==> src/rtl/reg_file_rename.sv <==
// Architectural register file with per-register rename tags (tag 0 = committed value is current).
// Optional REGFILE_COMMIT_BYPASS_EN forwards a releasing commit straight onto the read ports.
module reg_file_rename #(
   parameter int XLEN    = 32,
   parameter int REG_NUM = 32,
   parameter int TAG_W   = 5
) (
   input  logic             clk_in,
   input  logic             rst_in,
   input  logic             rdy_in,
   input  logic             clear,
   input  logic [4:0]       rs1_addr,
   input  logic [4:0]       rs2_addr,
   output logic [XLEN-1:0]  rs1_val,
   output logic [XLEN-1:0]  rs2_val,
   output logic [TAG_W-1:0] rs1_rely,
   output logic [TAG_W-1:0] rs2_rely,
   input  logic             dispatch_rdy,
   input  logic [4:0]       dispatch_rd,
   input  logic [TAG_W-1:0] dispatch_tag,
   input  logic             write_rdy,
   input  logic [4:0]       to_rd,
   input  logic [XLEN-1:0]  write_val,
   input  logic [TAG_W-1:0] head_tag,
   output logic [5:0]       busy_cnt
);

   logic [XLEN-1:0]  val_q [REG_NUM];
   logic [XLEN-1:0]  val_d [REG_NUM];
   logic [TAG_W-1:0] tag_q [REG_NUM];
   logic [TAG_W-1:0] tag_d [REG_NUM];
   logic [5:0]       busy_cnt_q;
   logic [5:0]       busy_cnt_d;

   logic commit_en;
   logic rename_en;

   assign commit_en = rdy_in && write_rdy && (to_rd != 5'd0);
   assign rename_en = rdy_in && dispatch_rdy && (dispatch_rd != 5'd0) && !clear;

   // Later assignments override earlier ones: commit release < rename < clear.
   always_comb begin
      for (int i = 0; i < REG_NUM; i++) begin
         val_d[i] = val_q[i];
         tag_d[i] = tag_q[i];
      end
      if (commit_en) begin
         val_d[to_rd] = write_val;
         if (tag_q[to_rd] == head_tag) tag_d[to_rd] = '0;
      end
      if (rename_en) tag_d[dispatch_rd] = dispatch_tag;
      if (rdy_in && clear) begin
         for (int i = 0; i < REG_NUM; i++) tag_d[i] = '0;
      end
      val_d[0] = '0;
      tag_d[0] = '0;
   end

   always_comb begin
      busy_cnt_d = 6'd0;
      for (int i = 1; i < REG_NUM; i++) begin
         if (tag_d[i] != '0) busy_cnt_d = busy_cnt_d + 6'd1;
      end
   end

   always_ff @(posedge clk_in) begin
      if (rst_in) begin
         for (int i = 0; i < REG_NUM; i++) begin
            val_q[i] <= '0;
            tag_q[i] <= '0;
         end
         busy_cnt_q <= 6'd0;
      end else begin
         for (int i = 0; i < REG_NUM; i++) begin
            val_q[i] <= val_d[i];
            tag_q[i] <= tag_d[i];
         end
         busy_cnt_q <= busy_cnt_d;
      end
   end

   assign busy_cnt = busy_cnt_q;

`ifdef REGFILE_COMMIT_BYPASS_EN
   logic byp1;
   logic byp2;
   // A same-cycle rename only touches tag_d, so the forwarded read stays clean.
   assign byp1 = write_rdy && (to_rd == rs1_addr) && (tag_q[rs1_addr] == head_tag);
   assign byp2 = write_rdy && (to_rd == rs2_addr) && (tag_q[rs2_addr] == head_tag);
`else
   logic byp1;
   logic byp2;
   assign byp1 = 1'b0;
   assign byp2 = 1'b0;
`endif

   always_comb begin
      rs1_val  = '0;
      rs1_rely = '0;
      if (rs1_addr != 5'd0) begin
         rs1_val  = byp1 ? write_val : val_q[rs1_addr];
         rs1_rely = byp1 ? '0 : tag_q[rs1_addr];
      end
   end

   always_comb begin
      rs2_val  = '0;
      rs2_rely = '0;
      if (rs2_addr != 5'd0) begin
         rs2_val  = byp2 ? write_val : val_q[rs2_addr];
         rs2_rely = byp2 ? '0 : tag_q[rs2_addr];
      end
   end

endmodule
==> config.mk <==
export PLATFORM = sky130hd
export DESIGN_NAME = reg_file_rename
export DESIGN_NICKNAME = d
export VERILOG_FILES = /design/src/rtl/reg_file_rename.sv
export SDC_FILE = /design/constraint.sdc
export NUM_CORES = 2
export LEC_CHECK = 0
export BUFFER_PORTS_ARGS = -buffer_cell sky130_fd_sc_hd__buf_2
export CAP_MARGIN = 0
export CORE_UTILIZATION = 55
export DETAILED_ROUTE_END_ITERATION = 16
export PLACE_DENSITY_LB_ADDON = 0.05
export SLEW_MARGIN = 20
export SYNTH_ARGS = -nofsm -noshare
export SYNTH_HDL_FRONTEND = slang
export SYNTH_SLANG_ARGS = --single-unit
export TNS_END_PERCENT = 100
==> constraint.sdc <==
create_clock -name clk_in -period 44.6 [get_ports clk_in]
set_input_delay 6.69 -clock clk_in [delete_from_list [all_inputs] [get_ports clk_in]]
set_output_delay 6.69 -clock clk_in [all_outputs]
set_load 0.1 [all_outputs]
==> reports/qor.txt <==
Status: complete, no violations
Pwr Density: 32.8 nW/um^2
Vias in the first global route: 55200
Synth Register Bits: 1153
Worst IR Drop VDD: 0.0377 mV
CP arrival: 28.65 ns
CP max-delay cell: buf_4
Setup tns final: 0 ns
DRT Pass-1 Iters: 7
Post-Syn Nets: 7329
Vias: 59900
Clock Path Buffers: 3
Finished Cell Area: 70900 sq um
Starting Density: 0.557
Post-synth EDFFs: 0
Routed Antenna Nets: 0
Final period utilization: 0.629
Synth top area share: 0.354
H-tree depth: 4
Grt ovf: 0
Final hold vios: 0
Initial antenna violation count: 28
RSZ-0062 raised after global routing: no
CP most frequent cell: ha_1
Sequential cell area fraction in the yosys report: 0.354
Core area: 117000 sq um
Fin util: 0.607
Worst Skew: 0.0321 ns
Input/output buffers: 147
Hold-fix buffers, CTS: 0
Hpwl dp: 158 mm
Synthesized instance count: 7231
P&R area growth vs syn: 8.89%
Die W: 346 um
Setup Viol. Count Final: 0
Share of cells above drive strength 1: 0.202
Post-Place Cell Area: 66600 sq um
Crit path max-delay family: adder cells
Ports: 148
Clock slew at reported path FFs: 0.06 ns
Slew @ Worst Pin: 1.22 ns
Ys flop type: dfxtp_1
Static leakage: 23.3 nW
Placement row count: 125
Post-CTS Repair Setup Buffers: 0
Avg Inst Size Synth: 9.01 sq um
WL/cell: 32.2 um
Synth Cell Area: 65100 sq um
Root buf cell: clkbuf_16
Area of the die: 120000 sq um
Synth area leaders: dfxtp_1 35%, mux4_2 24%, nand2_1 13%
Synth cell types: 101
Total CTS buffers: 130
Area leader, netlist: dfxtp_1
Worst setup SP type: input pin
Vias per cell: 6.96
# resized after CTS: 0
Residual DRC: 0
Slew headroom: 0.176
Final-report max-slew violation count: 0
CTS tree: yes
YS warnings: 0
DRT iter0 DRCs: 9498
Fraction of registers with async set or reset after synthesis: 0
Fin crit period: 28.03 ns
Critical Path RT: 45.22 ns
Sinks on Clock Net: 1153
Max incr delay on CP: 0.78 ns
Worst-path maximum fanout: 66
WS Path Type: input pin to flip-flop
Worst Hold Class: flip-flop to flip-flop
Buffers & Inverters on Critical Path: 11
Pin count of the biggest net entering global routing: 201
First-pass GRT wire length: 395 mm
Max Cap Viol: 0
Die Y-Extent: 346 um
Routed WL: 277 mm
Routability cong.: 1.03
Crit end category: flip-flop
GR Util All Layers: 0.453
Fmax: 0.0357 GHz
Worst-Skew Late Latency: 0.77 ns
Final-stage net count: 7068
[final cells by class]
type | count | area [sq um]
fill | 10100 | 45900
multi-input combinational | 5374 | 39700
sequential | 1153 | 23100
clock buffer | 193 | 3770
tap | 1524 | 1910
timing repair buffer | 272 | 1810
clock inverter | 33 | 467
inverter | 39 | 146
antenna | 14 | 35.0
[per-layer routing]
metal	GRT usage	routed length [um]	part of all wire	vias up
li1	-	-	-	25200
met2	0.665	119000	0.43	4316
met3	0.136	39000	0.14	877
met4	0.195	13900	0.050	16
met5	0.00280	96	0.00035	-
met1	0.620	105000	0.38	29400
[logic make-up after synthesis]
group                    Yosys count  synth area share
AO/OA/AOI/OAI                   1492             0.128
AND/OR/NAND/NOR                 2839             0.176
flip-flops                      1153             0.354
XOR/XNOR                         117            0.0222
adder cells (fa/ha/maj)           30           0.00576
buffers and inverters            704            0.0414
multiplexers                     896             0.272
[worst min-delay path, cell delays in order, from the launching register on]
cell and delay, ns:
dfxtp_1 0.31, nand2_1 0.05, a21oi_1 0.05
[power breakdown]
group	internal [mW]	switching (mW)	total [mW]
sequential	1.03	0.00314	1.04
clock	0.634	0.463	1.10
combinational	0.0542	0.135	0.189
total	1.72	0.601	2.32
[stage by stage]
step	instances	hold slack, ns	setup WS (ns)	power [mW]
3_3_place_gp	8362	0.448	16.53	1.24
3_5_place_dp	8362	0.456	16.25	1.24
5_1_grt	8591	0.479	15.09	2.37
6_report	8602	0.463	16.57	2.32
2_1_floorplan	7231	0.442	18.42	1.19
4_1_cts	8588	0.464	16.93	2.32
[cells in the final DEF, fill, tap and decap left out, types with 57 or more instances in the layout]
cell type / instances
a22o_1: 82
mux2i_1: 57
nor2_1: 140
nand3_1: 164
mux4_2: 682
buf_4: 123
nand2_1: 2285
buf_2: 137
dfxtp_1: 1153
a21oi_1: 1182
mux2_2: 156
clkbuf_16: 132
xnor2_1: 63
[Yosys cell counts, types with 14 or more instances]
cell type / count
or4_1: 22
mux4_2: 682
o22ai_1: 16
clkbuf_1: 571
xnor2_1: 63
a22o_1: 82
nor2_1: 171
nand4_1: 18
buf_2: 14
o21ai_0: 57
ha_1: 30
mux2i_1: 57
inv_1: 35
a31oi_1: 15
buf_1: 72
dfxtp_1: 1153
nand2_1: 2316
xor2_1: 24
nand3_1: 164
nor3_1: 32
a21oi_1: 1184
mux2_2: 156
[worst paths after layout]
path	to	from	slack, ns	depth (start not counted)
setup / recovery	busy_cnt[5]	to_rd[1]	16.57	109
hold / removal	val_q[14][24]	val_q[14][24]	0.46	2
setup reg to reg	busy_cnt[5]	tag_q[26][1]	22.95	108
hold reg to reg	val_q[14][24]	val_q[14][24]	0.46	2
[sequential cells by signal, summed over array words and instances (netlist names)]
name	count
tag_q	155
val_q	992
busy_cnt	6
Note: power is estimated with default switching activity, not from simulation.
